**config.mk**
```make
export PLATFORM = sky130hd
export DESIGN_NAME = sprites
export DESIGN_NICKNAME = d
export VERILOG_FILES = /design/src/rtl/sprites_pkg.sv /design/src/rtl/vga_timing.sv /design/src/rtl/sprites.sv
export SDC_FILE = /design/constraint.sdc
export NUM_CORES = 1
export LEC_CHECK = 0
export ABC_AREA = 1
export CAP_MARGIN = 40
export CORE_MARGIN = 2
export CORE_UTILIZATION = 30
export CTS_BUF_LIST = sky130_fd_sc_hd__clkbuf_4 sky130_fd_sc_hd__clkbuf_8
export DETAILED_ROUTE_END_ITERATION = 10
export GPL_ROUTABILITY_DRIVEN = 0
export PLACE_DENSITY_LB_ADDON = 0.15
export SKIP_CTS_REPAIR_TIMING = 1
export SYNTH_ARGS = -nofsm -noshare
export SYNTH_HDL_FRONTEND = slang
export SYNTH_SLANG_ARGS = --single-unit
```
**constraint.sdc**
```tcl
create_clock -name i_Clk -period 3.1 [get_ports i_Clk]
set_clock_uncertainty 0.05 [all_clocks]
set_input_delay 0.465 -clock i_Clk [delete_from_list [all_inputs] [get_ports i_Clk]]
set_output_delay 0.465 -clock i_Clk [all_outputs]
set_load 0.02 [all_outputs]
```
**src/rtl/sprites_pkg.sv**
```systemverilog
// Shared VGA timing constants, palette and 7-segment decode for the sprites demo.
package sprites_pkg;

   localparam logic [9:0] H_LAST       = 10'd799;
   localparam logic [9:0] V_LAST       = 10'd524;
   localparam logic [9:0] H_VIS        = 10'd640;
   localparam logic [9:0] V_VIS        = 10'd480;
   localparam logic [9:0] H_SYNC_START = 10'd656;
   localparam logic [9:0] H_SYNC_END   = 10'd751;
   localparam logic [9:0] V_SYNC_START = 10'd490;
   localparam logic [9:0] V_SYNC_END   = 10'd491;
   localparam logic [9:0] WIN_SIZE     = 10'd256;
   localparam logic [9:0] FRAME_ROW    = 10'd480;
   localparam logic [7:0] SPR_MAX      = 8'd240;

   typedef struct packed {
      logic [2:0] r;
      logic [2:0] g;
      logic [2:0] b;
   } rgb_t;

   function automatic rgb_t palette(input logic [1:0] idx);
      case (idx)
         2'd0:    return rgb_t'{3'd0, 3'd0, 3'd0};
         2'd1:    return rgb_t'{3'd7, 3'd0, 3'd0};
         2'd2:    return rgb_t'{3'd0, 3'd7, 3'd0};
         default: return rgb_t'{3'd7, 3'd7, 3'd7};
      endcase
   endfunction

   // Returns {A,B,C,D,E,F,G}, active-low.
   function automatic logic [6:0] hex_to_seg(input logic [3:0] nib);
      logic [6:0] seg;
      case (nib)
         4'h0: seg = 7'h7E;
         4'h1: seg = 7'h30;
         4'h2: seg = 7'h6D;
         4'h3: seg = 7'h79;
         4'h4: seg = 7'h33;
         4'h5: seg = 7'h5B;
         4'h6: seg = 7'h5F;
         4'h7: seg = 7'h70;
         4'h8: seg = 7'h7F;
         4'h9: seg = 7'h7B;
         4'hA: seg = 7'h77;
         4'hB: seg = 7'h1F;
         4'hC: seg = 7'h4E;
         4'hD: seg = 7'h3D;
         4'hE: seg = 7'h4F;
         default: seg = 7'h47;
      endcase
      return ~seg;
   endfunction

endpackage

```
**src/rtl/vga_timing.sv**
```systemverilog
// Raw 800x525 column/row counters with combinational active-low syncs.
module vga_timing
   import sprites_pkg::*;
(
   input  logic       clk,
   input  logic       reset,
   output logic [9:0] col,
   output logic [9:0] row,
   output logic       hsync,
   output logic       vsync
);

   always_ff @(posedge clk) begin
      if (reset) begin
         col <= '0;
         row <= '0;
      end else if (col == H_LAST) begin
         col <= '0;
         row <= (row == V_LAST) ? 10'd0 : row + 10'd1;
      end else begin
         col <= col + 10'd1;
      end
   end

   assign hsync = !(col >= H_SYNC_START && col <= H_SYNC_END);
   assign vsync = !(row >= V_SYNC_START && row <= V_SYNC_END);

endmodule

```
**src/rtl/sprites.sv**
```systemverilog
// VGA demo top: tiled 256x256 playfield with a switch-steered 16x16 sprite,
// two-stage pixel pipeline (ROM lookup, then compose/palette).
module sprites
   import sprites_pkg::*;
#(
   parameter int WIN_X0   = 16,
   parameter int SPR_INIT = 120
) (
   input  logic       i_Clk,
   input  logic       i_Reset,
   input  logic       i_Switch_1,
   input  logic       i_Switch_2,
   input  logic       i_Switch_3,
   input  logic       i_Switch_4,
   output logic       o_VGA_HSync,
   output logic       o_VGA_VSync,
   output logic       o_VGA_Red_0,
   output logic       o_VGA_Red_1,
   output logic       o_VGA_Red_2,
   output logic       o_VGA_Grn_0,
   output logic       o_VGA_Grn_1,
   output logic       o_VGA_Grn_2,
   output logic       o_VGA_Blu_0,
   output logic       o_VGA_Blu_1,
   output logic       o_VGA_Blu_2,
   output logic       o_Segment1_A,
   output logic       o_Segment1_B,
   output logic       o_Segment1_C,
   output logic       o_Segment1_D,
   output logic       o_Segment1_E,
   output logic       o_Segment1_F,
   output logic       o_Segment1_G,
   output logic       o_Segment2_A,
   output logic       o_Segment2_B,
   output logic       o_Segment2_C,
   output logic       o_Segment2_D,
   output logic       o_Segment2_E,
   output logic       o_Segment2_F,
   output logic       o_Segment2_G,
   output logic       o_LED_1,
   output logic       o_LED_2,
   output logic       o_LED_3,
   output logic       o_LED_4,
   output logic [9:0] tb_row,
   output logic [9:0] tb_column,
   output logic [1:0] tb_pixel
);

   localparam logic [9:0] WX0    = 10'(WIN_X0);
   localparam logic [9:0] WX_END = 10'(WIN_X0 + 256);
   localparam logic [7:0] S_INIT = 8'(SPR_INIT);

   function automatic logic [1:0] tile_pixel(input logic [7:0] wx, input logic [7:0] wy);
      logic [1:0] idx;
      logic [3:0] px, py;
      idx = wx[5:4] + wy[5:4];
      px  = wx[3:0];
      py  = wy[3:0];
      case (idx)
         2'd0:    return 2'd0;
         2'd1:    return (px == 4'd0 || px == 4'd15 || py == 4'd0 || py == 4'd15) ? 2'd1 : 2'd0;
         2'd2:    return (px[0] ^ py[0]) ? 2'd2 : 2'd0;
         default: return 2'd3;
      endcase
   endfunction

   function automatic logic sprite_opaque(input logic [7:0] lx, input logic [7:0] ly);
      return lx >= 8'd2 && lx <= 8'd13 && ly >= 8'd2 && ly <= 8'd13;
   endfunction

   logic [9:0] col, row;
   logic       hsync_raw, vsync_raw;

   vga_timing u_timing (
      .clk   (i_Clk),
      .reset (i_Reset),
      .col   (col),
      .row   (row),
      .hsync (hsync_raw),
      .vsync (vsync_raw)
   );

   logic [7:0] sx, sy;
   logic [3:0] sw_meta, sw_sync;

   always_ff @(posedge i_Clk) begin
      if (i_Reset) begin
         sw_meta <= '0;
         sw_sync <= '0;
         sx      <= S_INIT;
         sy      <= S_INIT;
      end else begin
         sw_meta <= {i_Switch_4, i_Switch_3, i_Switch_2, i_Switch_1};
         sw_sync <= sw_meta;
         // Move once per frame, in vertical blanking so the picture never tears.
         if (row == FRAME_ROW && col == 10'd0) begin
            if (sw_sync[0] && !sw_sync[1] && sy != 8'd0)
               sy <= sy - 8'd1;
            else if (sw_sync[1] && !sw_sync[0] && sy < SPR_MAX)
               sy <= sy + 8'd1;
            if (sw_sync[2] && !sw_sync[3] && sx != 8'd0)
               sx <= sx - 8'd1;
            else if (sw_sync[3] && !sw_sync[2] && sx < SPR_MAX)
               sx <= sx + 8'd1;
         end
      end
   end

   logic [7:0] wx;
   logic       in_win;
   logic [1:0] tile_c;
   logic       spr_c;

   // Window-relative x wraps cleanly in 8 bits because the window is 256 wide.
   always_comb begin
      wx     = col[7:0] - WX0[7:0];
      in_win = (row < WIN_SIZE) && (col >= WX0) && (col < WX_END);
      tile_c = tile_pixel(wx, row[7:0]);
      spr_c  = sprite_opaque(wx - sx, row[7:0] - sy);
   end

   logic [9:0] s1_col, s1_row;
   logic       s1_win, s1_spr, s1_hs, s1_vs;
   logic [1:0] s1_tile;
   logic [1:0] comp_pix;
   logic       visible;
   rgb_t       rgb;
   logic       hs, vs;

   always_comb begin
      comp_pix = s1_win ? (s1_spr ? 2'd3 : s1_tile) : 2'd0;
      visible  = (s1_col < H_VIS) && (s1_row < V_VIS);
   end

   always_ff @(posedge i_Clk) begin
      if (i_Reset) begin
         s1_col    <= '0;
         s1_row    <= '0;
         s1_win    <= 1'b0;
         s1_spr    <= 1'b0;
         s1_tile   <= '0;
         s1_hs     <= 1'b1;
         s1_vs     <= 1'b1;
         tb_column <= '0;
         tb_row    <= '0;
         tb_pixel  <= '0;
         rgb       <= '0;
         hs        <= 1'b1;
         vs        <= 1'b1;
      end else begin
         s1_col    <= col;
         s1_row    <= row;
         s1_win    <= in_win;
         s1_spr    <= spr_c;
         s1_tile   <= tile_c;
         s1_hs     <= hsync_raw;
         s1_vs     <= vsync_raw;
         tb_column <= s1_col;
         tb_row    <= s1_row;
         tb_pixel  <= comp_pix;
         rgb       <= visible ? palette(comp_pix) : '0;
         hs        <= s1_hs;
         vs        <= s1_vs;
      end
   end

   logic [6:0] seg1, seg2;
   assign seg1 = hex_to_seg(sx[7:4]);
   assign seg2 = hex_to_seg(sy[7:4]);

   assign o_VGA_HSync = hs;
   assign o_VGA_VSync = vs;
   assign {o_VGA_Red_2, o_VGA_Red_1, o_VGA_Red_0} = rgb.r;
   assign {o_VGA_Grn_2, o_VGA_Grn_1, o_VGA_Grn_0} = rgb.g;
   assign {o_VGA_Blu_2, o_VGA_Blu_1, o_VGA_Blu_0} = rgb.b;
   assign {o_Segment1_A, o_Segment1_B, o_Segment1_C, o_Segment1_D,
           o_Segment1_E, o_Segment1_F, o_Segment1_G} = seg1;
   assign {o_Segment2_A, o_Segment2_B, o_Segment2_C, o_Segment2_D,
           o_Segment2_E, o_Segment2_F, o_Segment2_G} = seg2;
   assign {o_LED_4, o_LED_3, o_LED_2, o_LED_1} = sw_sync;

endmodule

```
# After elaboration in Yosys (flattened, before gate mapping)

Memory sizes are Yosys's and may differ from the RTL's. A register that Yosys moved wholly into a read port is not among the register bits.
Index checks and enable logic that the tools add are counted.

Register bits: 103
Latch bits: 0
RAM bits: 0
Bits in read-only memories: 224
Input port bits: 6
Output and inout port bits: 51
Word-level logic and storage cells: 115
Memories: 2

Add/sub/neg operators: 10
Multiply operators: 0
Divide/modulo/power cells: 0
Order comparisons: 15
Equality and inequality tests: 9
Shift-type cells: 0
Muxes and demuxes: 15
Bitwise operators: 4
Reductions and logical operators: 39

Memory list:

| name            | depth | bits a word | rd ports | clocked after Yosys merged registers in | wr ports | line              | RTL |
|---|---|---|---|---|---|---|---|
| (no name shown) | 16    | 7           | 1        | 1                                       | 0        | sprites_pkg.sv:34 | `case (nib)` |
| (no name shown) | 16    | 7           | 1        | 1                                       | 0        | sprites_pkg.sv:34 |  |

Operator list:

| kind                                                                                  | number |
|---|---|
| 8-bit 2-to-1 mux                                                                      | 4 |
| 10-bit by 9-bit less-than comparator with 1-bit output (second input constant)        | 3 |
| 9-bit one-hot mux with 3 select lines                                                 | 1 |
| 10-bit by 1-bit adder with 10-bit output (second input constant)                      | 2 |
| 10-bit == test (second input constant)                                                | 2 |
| 1-bit logical AND                                                                     | 17 |
| 8-bit by 1-bit adder with 8-bit output (second input constant)                        | 2 |
| 8-bit by 2-bit greater-or-equal comparator with 1-bit output (second input constant)  | 2 |
| 8-bit by 4-bit less-or-equal comparator with 1-bit output (second input constant)     | 2 |
| 8-bit less-than comparator (second input constant)                                    | 2 |
| 4-bit 2-to-1 mux                                                                      | 4 |
| 8-bit nonzero test                                                                    | 2 |
| 8-bit by 1-bit subtractor with 8-bit output (second input constant)                   | 2 |
| 8-bit subtractor                                                                      | 2 |
| 7-bit NOT                                                                             | 2 |
| 10-bit by 9-bit == test with 1-bit output (second input constant)                     | 1 |
| 10-bit greater-or-equal comparator (second input constant)                            | 1 |
| 10-bit by 5-bit greater-or-equal comparator with 1-bit output (second input constant) | 1 |
| 10-bit by 9-bit greater-or-equal comparator with 1-bit output (second input constant) | 1 |
| 10-bit less-or-equal comparator (second input constant)                               | 1 |
| 10-bit by 9-bit less-or-equal comparator with 1-bit output (second input constant)    | 1 |
| 10-bit logical NOT                                                                    | 1 |
| 10-bit less-than comparator (second input constant)                                   | 1 |
| 10-bit 2-to-1 mux                                                                     | 1 |
| 17 further kinds                                                                      | 34 |

# Logic depth before layout (Yosys ltp)

Gate-level depths: netlist of run 1.

Depth in word-level cells: 7
Depth in mapped cells: 20
Gate-level depth less buffers: 20

# By module

Synthesis of run 1 repeated with hierarchy kept, for this count alone.

Cells, all modules: 892
Area total of the unflattened synthesis: 6401.1 µm²

By module, submodules not included:

| module     | times used | cells each | area each (µm²) | sequential area each (µm²) |
|---|---|---|---|---|
| sprites    | 1          | 724        | 5215.0          | 1821.7 |
| vga_timing | 1          | 168        | 1186.1          | 400.4 |

# Worst setup path before layout of run 1

Ideal clock, no wire load.

Kind: flip-flop to flip-flop
Start point: register sw_sync[0]
End point: register (tool-made name)
Library setup time: 0.112 ns
Arrival: 2.747 ns
Required time: 2.938 ns
Path slack: 0.191 ns
Stages on the path, launching flop included: 18
Buffers on the path: 0
Clock period less this slack: 2.909 ns
Path through: dfxtp_1 -> inv_1 -> nor2_1 -> inv_1 -> nor2_1 -> ha_1 -> or2_2 -> nand3_1 -> nand3b_1 -> nand2_1 -> nor2_1 -> nor2_2 -> inv_1 -> ha_1 -> nand2_1 -> nand2_1 -> nand2_1 -> nand2_1

RTL lines:

| item                   | line          | RTL |
|---|---|---|
| start, declared        | sprites.sv:84 | `logic [3:0] sw_meta, sw_sync;` |
| start signal, assigned | sprites.sv:94 | `sw_sync <= sw_meta;` |

==> out/results.tsv, run 1 <==
metric	value	unit
Pins Over Slew Limit	0	
sequential area share after synthesis	0.3522	
Hold WC Path Type	flop to flop	
Layout Nets	1008	
CTS H-tree depth	3	
average cell area after synthesis	7.114	sq um
clk slew on worst S/H paths	0.13	ns
CTS root buf	clkbuf_8	
largest net degree at the start of global routing	46	
layout cells sized above 1	0.08386	
final number of setup-violating endpoints	0	
reg2reg setup slack	0.35	ns
crit path DAT	3.01	ns
register area	0.002222	sq mm
Num CTS Buffers	9	
critical path type	flop to flop	
Rel. slew slack	0.5963	
library cells used by synthesis	43	
vias in the first global route	5086	
most frequent cells after synthesis	nand2_1 (220), inv_1 (151), dfxtp_1 (111)	
most common cell in the synthesized netlist	nand2_1	
CP Data Required Time	3.36	ns
Syn Nets	946	
Final Hold Violating Endpoints	0	
cell area after placement	0.007198	sq mm
Yosys warning count	0	
area leader, netlist	dfxtp_1	
outcome	complete, no violations	
Non-Filler Instances	1229	
Cells after Synth	887	
PortBufs	56	
row count	53	
Lkg Pwr	3.479	nW
CP max FO	7	
GRT busiest layer	met2	
PD cells	343.3	mW/mm^2
die height	149.0	microns
ANT nets after route	0	
n_diodes	0	
flops & latches, synth	111	
Initial Utilization	0.3030	
vias per inst	4.361	
post-route clock period utilization	0.8867	
placed wire-length estimate	11.34	mm
# placed instances	1213	
Final Critical Period	2.749	ns
Worst IR Drop VDD	166.3	uV
GR Util met1	0.1843	
met2 Track Usage GR	0.2265	
fmax	0.3638	GHz
WL/cell	11.84	microns
die area	0.02221	sq mm
EDFF count, synth	0	
Die Width	149.0	microns
DRC	0	
Layout area overhead	17.47	%
worst slew pin tran	0.6034	ns
core area	0.02082	sq mm
Max Root-Sink Buffers	2	
drt pass-1 iters	6	
vias	5360	
CTS Sinks	111	
initial antenna violation count	0	
RSZ-0062 raised after global routing	no	
DRT iter0 DRCs	299	
Post-synth top flop	dfxtp_1	
DRT Wirelength	14.55	mm
share of the synthesized area in the top cell type	0.3522	
MaxCap Viol Count	0	
final instance area	0.007412	sq mm
Setup crit end kind	flop	
synth top area cells	dfxtp_1 (35%), nand2_1 (13%), ha_1 (9.7%)	
TritonCTS clock tree	yes	
synthesized area	0.006310	sq mm
setup_tns	0	ns
fill cell count	2265	
met3 Use GR	0.01835	
dpl ws	0.2744	ns
gr ovfl total	0	
Clock Latency Late Sink	0.40	ns
global-route wire length before repair	24.61	mm
setup slack after layout	0.3513	ns
asr flop ratio synth	0	
CP Launch Type	flop	
total track usage	0.1373	
total I/O pin count	57	
area of the multi-input gates	0.003400	sq mm
[critical path, stage by stage (launching register included)]
cell and delay, ns:
dfxtp_1 0.39, nor2_1 0.17, nand2_1 0.10, nor2_1 0.09, nor2_1 0.06, buf_4 0.16, ha_1 0.35, nand2_1 0.07
inv_1 0.07, nand3_1 0.10, nand2_1 0.07, nand2_1 0.05, nand2_1 0.07, nor2_1 0.07, nor2_4 0.18, inv_1 0.10
ha_1 0.28, nand2_1 0.08, nand2_1 0.05, nand2_1 0.05, nand2_1 0.05
[power by group]
| group | total [mW] | internal, mW | switching, mW | leakage, nW |
|---|---|---|---|---|
| clock network | 0.918 | 0.329 | 0.590 | 0.101 |
| logic | 0.180 | 0.0627 | 0.117 | 2.48 |
| registers | 1.45 | 1.44 | 0.00734 | 0.898 |
| total | 2.54 | 1.83 | 0.714 | 3.48 |
[stage by stage]
step / hold WS (ns) / total power, mW / util
2_1_floorplan: 0.3383 / 1.604 / -
3_5_place_dp: 0.3423 / 1.659 / 0.3457
6_report: 0.3589 / 2.544 / 0.3560
3_3_place_gp: 0.3431 / 1.661 / 0.3457
5_1_grt: 0.3707 / 2.673 / 0.3560
4_1_cts: 0.3582 / 2.601 / 0.3556
[layer usage]
metal  routed length, microns  up-vias
li1                         -     2876
met1                     7312     2382
met2                     6554       88
met3                      417       14
met4                      265        0
met5                        0        -
[cells in the final DEF, fill, tap and decap left out, types with 2 or more instances in the layout]
cell             count
fa_1                 4
nand2_1            220
nor2_8               2
o22ai_1              2
nor2_4               6
o211ai_1             2
o21ai_2              2
a21oi_4              2
nand3_1             50
nor2_1             108
nand3_4              3
o21ai_0             23
nand3b_1             5
clkinv_4             2
xnor2_1              6
a21oi_1             31
a211oi_1             2
inv_2                6
dfxtp_1            111
inv_1              151
a31oi_1              2
nand2_4              5
nor2_2               5
buf_4               11
xor2_1              10
nand3_2              2
nor3_1              12
or2_2                6
clkbuf_8             9
clkdlybuf4s50_1     55
nand4_1             21
nand2_8              2
o21bai_1             4
ha_1                49
inv_8                3
nand2_2              9
[area by class of cell]
type | count | share of cell area
clock buffers | 9 | 0.01671
clock inverters | 7 | 0.01114
inverters | 159 | 0.08120
multi-input cells | 601 | 0.4586
flip-flops and latches | 111 | 0.2998
well taps | 275 | 0.04642
repair buffers | 67 | 0.08609
[cell families after synthesis]
| logic type | count (synthesis) | synth area share |
|---|---|---|
| compound gates | 76 | 0.07198 |
| xor+xnor | 16 | 0.02221 |
| fa+ha+maj | 53 | 0.1099 |
| buf+inv | 175 | 0.1103 |
| flops | 111 | 0.3522 |
| simple gates | 456 | 0.3335 |
[worst paths after layout]
check,depth (start not counted),endpoint,from
worst max register to register,20,flop,sy[7]$_SDFFE_PP0P_
worst min-delay path,2,tb_row[2]$_SDFF_PP0_,s1_row[2]$_SDFF_PP0_
worst min register to register,2,tb_row[2]$_SDFF_PP0_,s1_row[2]$_SDFF_PP0_
worst max-delay path,20,flop,sy[7]$_SDFFE_PP0P_
Note: power is estimated with default switching activity, not from simulation.
==> inputs of run 2 (changes only) <==
--- a/config.mk
+++ b/config.mk
@@ -9,2 +9,4 @@
 export CAP_MARGIN = 40
+export CELL_PAD_IN_SITES_DETAIL_PLACEMENT = 0
+export CELL_PAD_IN_SITES_GLOBAL_PLACEMENT = 1
 export CORE_MARGIN = 2
==> constraint.sdc (replaced) <==
create_clock -name i_Clk -period 3.1 [get_ports i_Clk]
set_clock_uncertainty 0.05 [all_clocks]
set_input_delay 0.62 -clock i_Clk [delete_from_list [all_inputs] [get_ports i_Clk]]
set_output_delay 0.62 -clock i_Clk [all_outputs]
set_load 0.02 [all_outputs]
==> run 2 against run 1 <==
Largest power group unchanged. First-iteration DRC count is 30% lower. Via count up 0.34%. Largest cell class unchanged. Setup slack worse by 0.052 ns. Die area is the same. Highest routed layer unchanged. Global-route usage up 0.81 points.
==> out/results.tsv, run 2 (synthesis gave the netlist of run 1 again) <==
metric	value	unit	change
Non-Filler Instances	1239		+0.81%
commonest non-fill, non-tap cell in the layout	nand2_1		
initial antenna violation count	0		unchanged
critical path type	flop to flop		
Hold Path Sink	tb_row[8]$_SDFF_PP0_		
total track usage	0.1454		+0.008088
final number of setup-violating endpoints	0		unchanged
Final Hold Violating Endpoints	0		unchanged
CTS H-tree depth	3		unchanged
drt pass-1 iters	4		-2
CTS Sinks	111		unchanged
Lkg Pwr	3.531	nW	+1.5%
Rel. slew slack	0.5727		-0.02354
CP max FO	5		-2
Initial Utilization	0.3030		unchanged
n_diodes	0		unchanged
Logic pwr share	0.070		about the same
r2r startpoint	sy[4]$_SDFFE_PP1P_		
ANT nets after route	0		unchanged
worst slew pin tran	0.6409	ns	+0.03754 ns
cell chain of the critical path	nor2_1 > nand2_1 > nor2_1 > nor2_2 > buf_4 > ha_1 > nand2_1 > inv_1 > nand3_1 > nand2_1 > nand2_1 > nand2_1 > nor2_1 > nor2_2 > inv_1 > ha_1 > nand2_1 > nand2_1 > nand2_1 > nand2_1		
PD cells	341.9	mW/mm^2	-0.40%
vias	5378		+0.34%
Crit path buffers/inverters	3		unchanged
switching fraction of total power	0.2792		-0.001597
Layout area overhead	18.54	%	
DRC	0		unchanged
core area	0.02082	sq mm	unchanged
Hold Startpoint	s1_row[8]$_SDFF_PP0_		
Min-Delay Path Depth	2		unchanged
MaxCap Viol Count	0		unchanged
Reg2Reg Depth	20		unchanged
placed wire-length estimate	11.97	mm	+5.6%
Clock Latency Late Sink	0.40	ns	about the same
die area	0.02221	sq mm	unchanged
Setup crit end kind	flop		
clk slew on worst S/H paths	0.13	ns	about the same
TritonCTS clock tree	yes		
Switching Power	0.7140	mW	about the same
slowest stage delay, CP	0.35	ns	-0.04 ns
most frequent CP cell	nand2_1		
vias per inst	4.341		-0.47%
gr ovfl total	0		unchanged
Final Util	0.3592		+0.003245
Int Power	1.843	mW	+0.73%
WL/cell	12.42	microns	+4.9%
Worst IR Drop VDD	185.8	uV	+12%
Num CTS Buffers	9		unchanged
fmax	0.3571	GHz	-1.8%
CTS root buf	clkbuf_8		
row count	53		unchanged
Hold WC Path Type	flop to flop		
Slowest-stage cell, CP	ha_1		
DRT Wirelength	15.38	mm	+5.7%
die height	149.0	microns	unchanged
global-route wire length before repair	25.67	mm	+4.3%
reg2reg setup slack	0.30	ns	-0.05 ns
largest net degree at the start of global routing	58		+26%
clock power share	0.365		+0.004
post-route clock period utilization	0.9034		+0.01666
Pins Over Slew Limit	0		unchanged
Layout Nets	1018		+0.99%
outcome	complete, no violations		
Max Root-Sink Buffers	2		unchanged
# placed instances	1219		+0.49%
crit path DAT	3.05	ns	+0.04 ns
DRT iter0 DRCs	210		-30%
Final Critical Period	2.800	ns	+0.05165 ns
Die Width	149.0	microns	unchanged
total I/O pin count	57		unchanged
PortBufs	56		unchanged
RSZ-0062 raised after global routing	no		
most frequent cells in the layout	nand2_1 (220), inv_1 (151), dfxtp_1 (110)		
CP Launch Type	flop		
CP delay by family, top	simple AND/OR/NAND/NOR gates		
setup_tns	0	ns	unchanged
CP Data Required Time	3.35	ns	about the same
vias in the first global route	5087		+0.020%
sequential share of power	0.565		-0.003
layout cells sized above 1	0.09440		+0.01054
-- run 2: cell types whose count changed in the layout (fill, tap and decap cells not counted), sizes merged --
cell      change
clkinv        -1
buf          +10
inv           +1
clkinvlp      -1
clkbuf        +1
-- run 2: routing by layer --
layer | vias up | GRT usage | wire (microns)
met1 | 2394 | 0.2064 | 8028
met2 | 58 | 0.2270 | 6640
li1 | 2916 | - | -
met5 | - | 0 | 0
met3 | 10 | 0.03211 | 567
met4 | 0 | 0.03000 | 146
-- run 2: cell type report --
class                   count  area [sq um]
fillers                  2296         13340
clock buffers              10         137.6
flip-flops and latches    111          2223
multi-input cells         601          3395
well taps                 275         344.1
repair buffers             77         713.2
inverters                 159         601.8
clock inverters             6         65.06
-- run 2: how the worst max path moves through the flow --
stage,startpoint,slack [ns],end,depth (start not counted)
finish,sy[4]$_SDFFE_PP1P_,0.30,flop,20
global route,sw_sync[0]$_SDFF_PP0_,0.06,flop,19
CTS,sy[7]$_SDFFE_PP0P_,0.25,flop,17
detailed placement,sy[7]$_SDFFE_PP0P_,0.28,flop,17
global placement,sw_sync[0]$_SDFF_PP0_,0.30,flop,19
floorplan,sw_sync[0]$_SDFF_PP0_,0.19,flop,17
-- run 2: tightest hold or removal path, delay by kind of cell, from the launching register on --
kind	cells	cell delay [ns]
DFF	1	0.32
buffers and inverters	1	0.05
and+or+nand+nor	1	0.03
-- run 2: power by group through the flow --
stage          Sequential [mW]  Clock, mW  Combinational (mW)
2_1_floorplan             1.48          0               0.123
3_3_place_gp              1.48          0               0.183
3_5_place_dp              1.48          0               0.181
4_1_cts                   1.45      0.982               0.182
5_1_grt                   1.45       1.03               0.209
6_report                  1.45      0.933               0.179
-- run 2: stage by stage --
| stage | hold WS (ns) | setup WS [ns] | area (sq um) | total power, mW |
|---|---|---|---|---|
| 6_report | 0.3572 | 0.2996 | 7480 | 2.557 |
| 5_1_grt | 0.3798 | 0.06496 | 7480 | 2.692 |
| 4_1_cts | 0.3614 | 0.2460 | 7446 | 2.611 |
| 3_5_place_dp | 0.3461 | 0.2785 | 7243 | 1.660 |
| 3_3_place_gp | 0.3430 | 0.3006 | 7243 | 1.661 |
| 2_1_floorplan | 0.3383 | 0.1909 | 6310 | 1.604 |
==> edit (config.mk and constraints of run 1) <==
Reset style: asynchronous (`i_Reset` and `reset`), changed in 3 clocked blocks.
--- a/src/rtl/vga_timing.sv
+++ b/src/rtl/vga_timing.sv
@@ -10,7 +10,7 @@
    output logic       vsync
 );
 
-   always_ff @(posedge clk) begin
+   always_ff @(posedge clk or posedge reset) begin
       if (reset) begin
          col <= '0;
          row <= '0;
--- a/src/rtl/sprites.sv
+++ b/src/rtl/sprites.sv
@@ -83,7 +83,7 @@
    logic [7:0] sx, sy;
    logic [3:0] sw_meta, sw_sync;
 
-   always_ff @(posedge i_Clk) begin
+   always_ff @(posedge i_Clk or posedge i_Reset) begin
       if (i_Reset) begin
          sw_meta <= '0;
          sw_sync <= '0;
@@ -132,7 +132,7 @@
       visible  = (s1_col < H_VIS) && (s1_row < V_VIS);
    end
 
-   always_ff @(posedge i_Clk) begin
+   always_ff @(posedge i_Clk or posedge i_Reset) begin
       if (i_Reset) begin
          s1_col    <= '0;
          s1_row    <= '0;
Formal check against the unedited RTL: differs if i_Reset is asserted again (counterexample within 4 cycles, from zero or initial values and one cycle with i_Reset high); with i_Reset held inactive, the same outputs for 10 cycles.
==> edit against run 1 <==
Final cell count down 23%. Via count decreased by 18%. Area after synthesis is 13% lower. Sequential share of layout area rose by 7.5 points. Non-clock buffer count is 9 lower. Sequential cell count decreased by 14. Largest cell class unchanged. Critical path depth fell by 15. Setup slack lost 0.17 ns. Wire length down 20%. Cell area fell by 12%.
Power is not compared: it rests on default switching activity, and its combinational part moved more than twofold at a synthesized area within 25%.
==> edit: results (changes against run 1) <==
- Result of the run: finished, final reports clean (unchanged)
- Maximum vdd drop: 0.225 mV
* Clock transition at the register clock pins on the worst setup and hold paths after CTS: 0.11 ns (was 0.13 ns)
* Critical path peak fanout: 6 (was 7)
* Clock Path Buffers: 2 (unchanged)
- Overall track demand over capacity in global routing: 12.8% (was 13.7%)
- The worst setup path startpoint is sy[4] (was sy[7]).
* Pin count of the biggest net entering global routing: 51 (was 46)
* Synthesized netlist net count: 713 (was 946)
- The global-route wire length before repair was 20.3 mm (was 24.6 mm).
- Cell class contributing the biggest share of worst-path delay: buffers and inverters (was simple AND/OR/NAND/NOR gates)
* CP max-delay cell: clkdlybuf4s50_1 (was dfxtp_1)
* Post-route met1 wirelength: 5.36 mm (was 7.31 mm)
- Worst skew pair latency: slightly below 0.4 ns
* Launch point of the worst reg-to-reg path: sx[4] (was sy[7])
* Routed wire length: 11.7 mm (was 14.5 mm)
* Inst Count DP: 930 (was 1,213)
* CTS root buffer: clkbuf_8 (unchanged)
* Pre-CTS setup slack: 0.534 ns (was 0.274 ns)
- The count of buffers from port buffering came to 56 (unchanged).
- The count of routing violations after the opening detailed-route iteration was 240 (was 299).
- The area after detailed placement is 6290 sq um (was 7200 sq um).
* Met2 usage: 21.7% (was 22.6%)
- The antenna diode instance count was 0 (unchanged).
- The type of the worst min-delay path is register to register (unchanged).
- Synthesized area divided by synthesized cell count: 8.39 sq um (was 7.11 sq um)
* Grt met1 use: 15.9% (was 18.4%)
- The number of global-route vias before repair is 4,321 (was 5,086).
* Static leakage power: 3.17 nW
- The routed wire length per instance came to 12.3 um (was 11.8 um).
* Met3 track demand over resource in global routing: 2.92% (was 1.83%)
- Area contributors post-synth: dfrtp_1 39%, ha_1 10%, nand2_1 9.3% (was dfxtp_1 35%, nand2_1 13%, ha_1 9.7%)
- Proportion of synthesized chip area in sequential cells: 44.3% (was 35.2%)
- Setup TNS: 0 ns (unchanged)
- The slew at the pin with the worst max-slew slack is 0.520 ns (was 0.603 ns).
- Routed wire length on met3: 394 um (was 417 um)
- The launch point of the worst hold path is sw_meta[0] (was s1_row[2]).
- Nets: 768 (was 1,008)
- TritonCTS Buffers: 9 (unchanged)
- The delay of the slowest cell on the worst path is 0.65 ns (was 0.39 ns).
* Total number of vias: 4,378 (was 5,360)
- The count of H-tree levels built during CTS came to 3 (unchanged).
- The top flip-flop cell by instance count after synthesis is dfrtp_1 (was dfxtp_1).
- The share of cells above drive strength 1 came to 7.53% (was 8.39%).
- The estimated wirelength of the detail-placed design is 8.93 mm (was 11.3 mm).
* Arrival time at the worst endpoint: 2.40 ns (was 3.01 ns)
- List of most frequent post-synthesis cells: 136 x nand2_1, 102 x inv_1, 85 x dfrtp_1 (was 220 x nand2_1, 151 x inv_1, 111 x dfxtp_1).
- Detailed-routing iteration count for the pre-antenna-repair pass: 4 (was 6)
- Netlist cell types: 40 (was 43)
- Syn. warnings: 0 (unchanged)
* Top routing layer in use: met4 (unchanged)
- The met2 routed wirelength came to 5.68 mm (was 6.55 mm).
- Antenna violations before repair: 0 (unchanged)
* Proportion of register bits with asynchronous set or reset after synthesis: 100% (was 0%)
## edit: cell type report
type,count,area [sq um]
well taps,229,287
clock inverters,7,92.6
inverters,105,397
flip-flops and latches,97,2440
clock buffers,9,124
repair buffers,58,588
fillers,1817,11500
multi-input cells,441,2580
## edit: worst paths after layout
kind / to / slack, ns / cells after the start
max: o_Segment2_B / 0.18 / 5
min: sw_sync[0] / 0.31 / 0
max reg2reg: sx[5] / 0.50 / 13
min reg2reg: sw_sync[0] / 0.31 / 0
max in group asynchronous: sy[3] / 1.93 / 3
min in group asynchronous: s1_col[5] / 0.34 / 2
## edit: logic make-up after synthesis
logic type / Yosys count / share of synthesized area [%]
fa+ha+maj: 50 / 11.9
xor+xnor: 18 / 2.86
simple gates: 284 / 22.5
flops: 97 / 44.3
buf+inv: 119 / 8.83
compound gates: 89 / 9.56
## edit: power breakdown
group	total (mW)	leakage, nW	switching (mW)	internal, mW
registers	1.27	1.23	0.00266	1.27
logic	0.0477	1.83	0.0330	0.0147
clock network	0.902	0.109	0.506	0.395
